**src/rtl/waiz_layer_sequencer.sv**
```systemverilog
// Control FSM for the dense MLP core: walks layers/neurons/inputs and emits ROM/RAM addresses plus MAC, bias, ReLU and write strobes.
// Optional build macro WAIZ_SEQ_PERF_EN adds the perf_cycles latency counter output.
module waiz_layer_sequencer #(
  parameter int WIDTH    = 16,
  parameter int NFRAC    = 10,
  parameter int N_LAYERS = 4,
  parameter int DIMS [N_LAYERS+1] = '{16, 64, 32, 32, 5},
  parameter int RD_LAT   = 1,
  parameter int W_AW     = 13,
  parameter int B_AW     = 8,
  parameter int A_AW     = 6
) (
  input  logic            clk,
  input  logic            reset,
  input  logic            input_ready,
  output logic            in_capture,
  output logic            busy,
  output logic            output_ready,
  output logic [1:0]      layer_idx,
  output logic [W_AW-1:0] w_addr,
  output logic [B_AW-1:0] b_addr,
  output logic [A_AW-1:0] act_rd_addr,
  output logic            act_rd_bank,
  output logic            mac_clr,
  output logic            mac_en,
  output logic            bias_en,
  output logic            relu_en,
  output logic            act_wr_en,
  output logic [A_AW-1:0] act_wr_addr
`ifdef WAIZ_SEQ_PERF_EN
  ,
  output logic [31:0]     perf_cycles
`endif
);

  // Handshake: input_ready is a start request accepted only in IDLE (in_capture
  // marks the accepting cycle); output_ready is a level held until the next accept.
  typedef enum logic [2:0] {S_IDLE, S_CLR, S_MAC, S_DRAIN, S_WB, S_DONE} state_t;

  localparam int       LI_W   = $clog2(N_LAYERS + 1);
  localparam logic [1:0] LAST_L = 2'(N_LAYERS - 1);
  // An out-of-range configuration never starts an inference.
  localparam bit       CFG_OK = (RD_LAT >= 1) && (RD_LAT <= 3) && (NFRAC < WIDTH);

  state_t            state_q, state_d;
  logic [A_AW-1:0]   i_q, i_d;
  logic [A_AW-1:0]   n_q, n_d;
  logic [1:0]        layer_q, layer_d;
  logic [1:0]        drain_q, drain_d;
  logic [W_AW-1:0]   w_ptr_q, w_ptr_d;
  logic [B_AW-1:0]   b_ptr_q, b_ptr_d;
  logic              fin_q, fin_d;
  logic              output_ready_q, output_ready_d;
  logic [RD_LAT-1:0] mac_pipe_q, mac_pipe_d;
  logic              mac_issue;
  logic [LI_W-1:0]   lidx_in, lidx_out;
  logic [A_AW-1:0]   last_i, last_n;

  assign lidx_in  = LI_W'(layer_q);
  assign lidx_out = lidx_in + LI_W'(1);
  assign last_i   = A_AW'(DIMS[lidx_in] - 1);
  assign last_n   = A_AW'(DIMS[lidx_out] - 1);

  always_comb begin
    state_d        = state_q;
    i_d            = i_q;
    n_d            = n_q;
    layer_d        = layer_q;
    drain_d        = drain_q;
    w_ptr_d        = w_ptr_q;
    b_ptr_d        = b_ptr_q;
    fin_d          = 1'b0;
    output_ready_d = output_ready_q;
    in_capture     = 1'b0;
    mac_issue      = 1'b0;
    case (state_q)
      S_IDLE: begin
        if (input_ready && CFG_OK) begin
          in_capture     = 1'b1;
          output_ready_d = 1'b0;
          state_d        = S_CLR;
          i_d            = '0;
          n_d            = '0;
          layer_d        = '0;
          drain_d        = '0;
          w_ptr_d        = '0;
          b_ptr_d        = '0;
        end
      end
      S_CLR: state_d = S_MAC;
      S_MAC: begin
        // Weights are laid out layer by layer, neuron-major, so the ROM
        // address is simply a running count of issued products.
        mac_issue = 1'b1;
        w_ptr_d   = w_ptr_q + W_AW'(1);
        if (i_q == last_i) begin
          i_d     = '0;
          state_d = S_DRAIN;
        end else begin
          i_d = i_q + A_AW'(1);
        end
      end
      S_DRAIN: begin
        if (drain_q == 2'(RD_LAT - 1)) begin
          drain_d = '0;
          state_d = S_WB;
        end else begin
          drain_d = drain_q + 2'd1;
        end
      end
      S_WB: begin
        b_ptr_d = b_ptr_q + B_AW'(1);
        state_d = S_CLR;
        if (n_q == last_n) begin
          n_d = '0;
          if (layer_q == LAST_L) state_d = S_DONE;
          else                   layer_d = layer_q + 2'd1;
        end else begin
          n_d = n_q + A_AW'(1);
        end
      end
      S_DONE: begin
        state_d = S_IDLE;
        fin_d   = 1'b1;
        layer_d = '0;
        w_ptr_d = '0;
        b_ptr_d = '0;
      end
      default: state_d = S_IDLE;
    endcase
    // A start accepted in the same cycle wins over the pending completion.
    if (fin_q && !in_capture) output_ready_d = 1'b1;
  end

  always_comb begin
    mac_pipe_d    = mac_pipe_q;
    mac_pipe_d[0] = mac_issue;
    for (int k = 1; k < RD_LAT; k++) mac_pipe_d[k] = mac_pipe_q[k-1];
  end

  always_ff @(posedge clk) begin
    if (reset) begin
      state_q        <= S_IDLE;
      i_q            <= '0;
      n_q            <= '0;
      layer_q        <= '0;
      drain_q        <= '0;
      w_ptr_q        <= '0;
      b_ptr_q        <= '0;
      fin_q          <= 1'b0;
      output_ready_q <= 1'b0;
      mac_pipe_q     <= '0;
    end else begin
      state_q        <= state_d;
      i_q            <= i_d;
      n_q            <= n_d;
      layer_q        <= layer_d;
      drain_q        <= drain_d;
      w_ptr_q        <= w_ptr_d;
      b_ptr_q        <= b_ptr_d;
      fin_q          <= fin_d;
      output_ready_q <= output_ready_d;
      mac_pipe_q     <= mac_pipe_d;
    end
  end

  assign busy         = (state_q == S_CLR) || (state_q == S_MAC) ||
                        (state_q == S_DRAIN) || (state_q == S_WB);
  assign output_ready = output_ready_q;
  assign layer_idx    = layer_q;
  assign w_addr       = w_ptr_q;
  assign b_addr       = b_ptr_q;
  assign act_rd_addr  = i_q;
  assign act_rd_bank  = layer_q[0];
  assign mac_clr      = (state_q == S_CLR);
  assign mac_en       = mac_pipe_q[RD_LAT-1];
  assign bias_en      = (state_q == S_WB);
  assign act_wr_en    = (state_q == S_WB);
  assign relu_en      = (state_q == S_WB) && (layer_q != LAST_L);
  assign act_wr_addr  = n_q;

`ifdef WAIZ_SEQ_PERF_EN
  logic [31:0] cnt_q, cnt_d;
  logic [31:0] perf_q, perf_d;

  // cnt_q equals the number of edges since the accepting edge, plus one.
  always_comb begin
    cnt_d  = in_capture ? 32'd1 : cnt_q + 32'd1;
    perf_d = perf_q;
    if (fin_q && !in_capture) perf_d = cnt_q;
  end

  always_ff @(posedge clk) begin
    if (reset) begin
      cnt_q  <= '0;
      perf_q <= '0;
    end else begin
      cnt_q  <= cnt_d;
      perf_q <= perf_d;
    end
  end

  assign perf_cycles = perf_q;
`endif

endmodule

```
**config.mk**
```make
export PLATFORM = sky130hd
export DESIGN_NAME = waiz_layer_sequencer
export DESIGN_NICKNAME = d
export VERILOG_FILES = /design/src/rtl/waiz_layer_sequencer.sv
export SDC_FILE = /design/constraint.sdc
export NUM_CORES = 1
export LEC_CHECK = 0
export ABC_AREA = 1
export BUFFER_PORTS_ARGS = -buffer_cell sky130_fd_sc_hd__buf_4
export CAP_MARGIN = 20
export CORE_MARGIN = 3
export CORE_UTILIZATION = 40
export DETAILED_ROUTE_END_ITERATION = 8
export PLACE_DENSITY = 0.64
export SLEW_MARGIN = 25
export SYNTH_ARGS = -nofsm -noshare
export SYNTH_HDL_FRONTEND = slang
export SYNTH_SLANG_ARGS = --single-unit
```
**constraint.sdc**
```tcl
create_clock -name clk -period 1.4 [get_ports clk]
set_input_delay 0.14 -clock clk [delete_from_list [all_inputs] [get_ports clk]]
set_output_delay 0.14 -clock clk [all_outputs]
set_load 0.01 [all_outputs]
```
Word level (Yosys, flattened, before mapping)
Memory sizes are Yosys's and may differ from the RTL's.
Index checks and enable logic that the tools add are counted.
Widths: inputs -> output; s select.
- flip-flop bits (word level): 43
- memory bits (read-only): 512
- bits of input ports: 3
- output and inout bits: 44
- logic and storage cells: 94
- memories: 2
- memories (memory ; depth ; bits a word ; read ports ; clocked after Yosys merged registers in ; wr ports ; RTL line ; RTL):
    (name not given) ; 8 ; 32 ; 1 ; 0 ; 0 ; 62 ; assign last_n = A_AW'(DIMS[lidx_out] - 1);
    (name not given) ; 8 ; 32 ; 1 ; 0 ; 0 ; 61 ; assign last_i = A_AW'(DIMS[lidx_in] - 1);
- $add $sub $neg: 9
- $lt $le $gt $ge: 2
- equality and inequality tests: 14
- multiplexer cells: 32
- bitwise gates (word level): 2
- reduce and logical (&&, ||, !) cells: 23
- operator list (kind ; count):
    $mux 6 ; 7
    $pmux 13 s3 ; 1
    $pmux 6 s2 ; 2
    $pmux 8 s3 ; 1
    $mux 3 ; 5
    $pmux 3 s5 ; 1
    $add 13x1->13 const B ; 1
    $mux 13 ; 1
    $add 6x1->6 const B ; 2
    $eq 6x6->1 ; 2
    $reduce_and 2->1 ; 6
    $sub 6x2->6 const B ; 2
    $ne 2x2->1 const B ; 5
    $reduce_bool 2->1 ; 5
    $add 8x1->8 const B ; 1
    $ge 4x4->1 const B ; 2
    $mux 2 ; 4
    $mux 8 ; 1
    $mux 1 ; 7
    $eq 3x2->1 const B ; 2
    $eq 3x3->1 const B ; 2
    $pmux 2 s3 ; 1
    $reduce_bool 3->1 ; 2
    $add 2x1->2 const B ; 2
    other kinds (14) ; 17

Depth between registers and ports, before layout
- depth in word-level cells: 9
- mapped depth: 11
- mapped depth without buffers: 11

Least setup slack after synthesis
Ideal clock, no wire load.
- path kind: register to register
- from: register layer_q[0], in the netlist layer_idx[0]
- to: register state_q[2]
- setup time: 113 ps
- data arrival time: 1338 ps
- required time: 1287 ps
- setup slack: -50 ps
- stages on the path, launching flop included: 9
- path buffers: 0
- period minus slack after synthesis: 1450 ps
- cells stage by stage: dfxtp_1 -> inv_1 -> ha_1 -> xor2_1 -> nand3b_1 -> nand2_1 -> nand3_1 -> nor2_1 -> nor2_1
- longest elaborated chain between the ends: 9
- elaborated cells on any way between the ends: 19
- classes of those cells: add/sub (3); eq/ne (4); mux (7); bitwise (2); reduce/logical (1); memory (2)
- RTL lines (element ; RTL line ; RTL):
    start, declared ; 48 ; logic [1:0] layer_q, layer_d;
    start signal, assigned ; 157 ; layer_q <= layer_d;
    $add 2x1->3 ; 60 ; assign lidx_out = lidx_in + LI_W'(1);
    $not 3->4 (implied by the code) ; 62 ;
    $mem_v2 8x32 ; -- ;
    $mux 6 (implied by the code) (2 in series) ; 62 ;
    $sub 6x2->6 ; 62 ;
    $eq 6x6->1 ; 114 ; if (n_q == last_n) begin
    $mux 3 ; 114 ;
    $pmux 3 s5 ; 76 ; case (state_q)
    end signal, assigned ; 154 ; state_q <= state_d;
    end, declared ; 45 ; state_t state_q, state_d;
Parallel ways exist; a longest one is shown, timed or not. The select of a mux whose other input is x is not followed.
A chain may end at the register's enable or synchronous reset.

Final worst setup path
- from: register layer_q[1], in the netlist layer_idx[1]
- to: register layer_q[0], in the netlist layer_idx[0]
- longest elaborated chain between the ends: 9
- elaborated cells on any way between the ends: 11
- classes of those cells: add/sub (2); eq/ne (4); mux (2); bitwise (1); reduce/logical (1); memory (1)
- RTL lines (element ; RTL line):
    $add 2x1->3 ; 60
    $not 3->4 (implied by the code) ; 62
    $mem_v2 8x32 ; --
    $mux 6 (implied by the code) (2 in series) ; 62
    $sub 6x2->6 ; 62
    $eq 6x6->1 ; 114
    $ne 2x1->1 (no line) ; --
    $reduce_and 4->1 (no line) (*) ; --
Mark *: on every way between the ends. The rest lies on a longest branch, timed or not. The select of a mux whose other input is x is not followed.

==> flow_summary.toml <==
[run_status]
status = "complete, but fails checks"
violations = "setup timing"

[timing]
fin_crit_ps = 1420
slew_headroom = 0.778
hold_violations = 0
setup_viol = 3
worst_pin_slew_ps = 332
rsz0062_at_grt = "yes"
drv_slew = 0
setup_ws_ps = -18.1
skew_ps = 8.94
finalCritPeriodShare = 1.01
clock.fmax_mhz = 705

[yosys]
synth-edff-count = 0
syn_nets = 367
seq_area_frac_synth = 0.358
netlist_area_sq_um = 2400
ys.flop_type = "dfxtp_1"
avgSynthCellArea_sq_um = 6.79
syn_inst = 354
ys_ff_latch = 43
yosys.cell_types.count = 36
async_flop_share = 0
yosys_warnings = 0

[place]
hpwl_um = 4360
io_buffers = 46
place.gp.congestion = 0.844

[critical_path]
required_ps = 1600
cpPeakStageDelay_ps = 380
r2r-start = "layer_idx[1]"
startpoint_type = "flop"
cp.arrival_ps = 1620
worst_path_max_delay_cell = "dfxtp_4"
cp_common_cell = "nand2_2"
path_class = "reg -> reg"
worst-path-buf-inv = 2
endpoint_kind = "flop"
critPathMaxFanout = 5
startpoint = "layer_idx[1]"
crit_chain = "inv_4 -> ha_4 -> inv_1 -> nand2_2 -> nand2_2 -> nor2_2 -> nand3_2 -> nand2_2 -> nand3_1 -> nand2_1 -> nor2_1"
path_delay_family = "simple AND/OR/NAND/NOR gates"

[global_route]
first_global_vias = 2289
grt_max_degree = 23
top_usage_layer = "met2"
use_met3 = 0.0296
gr-total-overflow = 0
antenna_found_initial = 0
track_usage = 0.174
grtUsageMet2 = 0.300
met1_usage = 0.216
grt_pass1_wl_um = 10200

[pwr]
power_w = 0.00477
p_leak_nw = 1.48
power.density_nw_per_um2 = 1380
peakVddDrop_mv = 0.858

[layout]
diodes = 0
finalNetCount = 453
final_util = 0.607
area_growth_pct = 43.4
final_layout_size_suffix_gt1_frac = 0.351

[drt]
dr_total_vias = 2568
drc_errors = 0
drt-initial-drc-count = 69
routed_wl_um = 6410
ant_nets = 0
wl_per_cell_um = 12.5
first_pass_iters = 4
via_per_inst = 5.01

[cts]
cts.htree.levels = 2
worst_setup_hold_path_clk_slew_ps = 90
cts_root_buffer = "clkbuf_8"
clock_sinks = 43
numCtsBuffers = 5
clk_path_buf_depth = 2
clk_latency_ps = 300
cts_tree = "built"

[die]
die_area_sq_um = 6970
core_sq_um = 5680
initial_utilization = 0.424
die_x_um = 83.5
die_h_um = 83.5
fp-row-count = 27
ios = 47

[min_path]
hold_path.class = "in -> reg"
hp-start = "reset"

[run]
maxCapViolCount = 0
-- final cells by class --
cell class	instances	area, sq um
well taps	72	90.1
inverters	51	201
fillers	517	2230
flip-flops and latches	43	883
multi-input cells	252	1490
repair buffers	87	681
clock buffers	8	100
-- per-stage QoR --
step	instances	hold slack, ps	setup WS [ps]	TNS [ps]	cell area [sq um]
5_1_grt	513	225	-121	-757	3450
6_report	513	220	-18.1	-40.3	3450
3_3_place_gp	490	450	-41.4	-56.0	2990
3_5_place_dp	490	455	-71.5	-210	2990
4_1_cts	502	204	0.709	0	3180
2_1_floorplan	354	236	19.9	0	2410
-- placed cells by master (no fill, tap or decap), types with 2 or more instances in the layout --
cell	instances
a21oi_1	34
a21oi_2	2
buf_4	82
buf_6	4
clkbuf_8	7
dfxtp_1	35
dfxtp_2	3
dfxtp_4	5
ha_1	5
ha_4	5
inv_1	39
inv_2	8
inv_4	4
nand2_1	84
nand2_2	7
nand2_4	2
nand3_1	22
nand3_2	7
nand3_4	2
nand3b_1	2
nand4_1	6
nor2_1	22
nor2_2	3
nor2_4	8
nor3_1	3
o21ai_0	18
o21ai_1	4
xor2_1	3
-- path summary, 6_finish.rpt --
check,endpoint,slack [ps],cells after the start
min reg2reg,output_ready,470,2
max reg2reg,layer_idx[0],-20,11
min,w_addr[12],220,2
max,layer_idx[0],-20,11
-- cells in the mapped netlist, types with 4 or more instances --
master	n	share of area
inv_1	46	0.072
nand4_1	6	0.016
dfxtp_1	43	0.36
nor2_1	29	0.045
nor3_1	4	0.0083
nand3_1	29	0.060
a21oi_1	35	0.073
o21ai_0	22	0.046
ha_1	10	0.052
inv_2	4	0.0062
nand2_1	89	0.14
-- power by group --
group / internal, W / leakage, nW / switching [W]
combinational: 0.00112 / 1.08 / 0.00126
sequential: 0.00136 / 0.352 / 0.000151
clock: 0.000451 / 0.0515 / 0.000425
-- layer usage --
layer  share of wire  up-vias  wire length, um
met2            0.50       54             3220
met5               0        -                0
met4           0.018        0              116
li1                -     1314                -
met1            0.44     1187             2800
met3           0.042       13              272
-- logic make-up after synthesis --
group                      after synthesis  share of synthesized area
xor gates and xnor gates                 5                     0.0182
buffers and inverters                   59                      0.104
DFF                                     43                      0.358
and+or+nand+nor                        172                      0.321
adders and majority gates               10                     0.0521
AOI/OAI and AO/OA                       65                      0.147
-- timing repair --
| item | in CTS | in global routing |
|---|---|---|
| setup buffers | 4 | 11 |
| pin swaps | 6 | 13 |
| endpoints found under the setup margin | 18 | 27 |
| cloned | 0 | 0 |
| hold buffers | 0 | 0 |
| resized for setup | 22 | 49 |
-- flip-flops by register name (all words and copies together) (netlist names) --
signal	cells
w_addr	13
b_addr	8
act_rd_addr	6
act_wr_addr	6
state_q	3
drain_q	2
layer_idx	2
fin_q	1
mac_en	1
output_ready	1
Power figures use the tool's default switching activity.
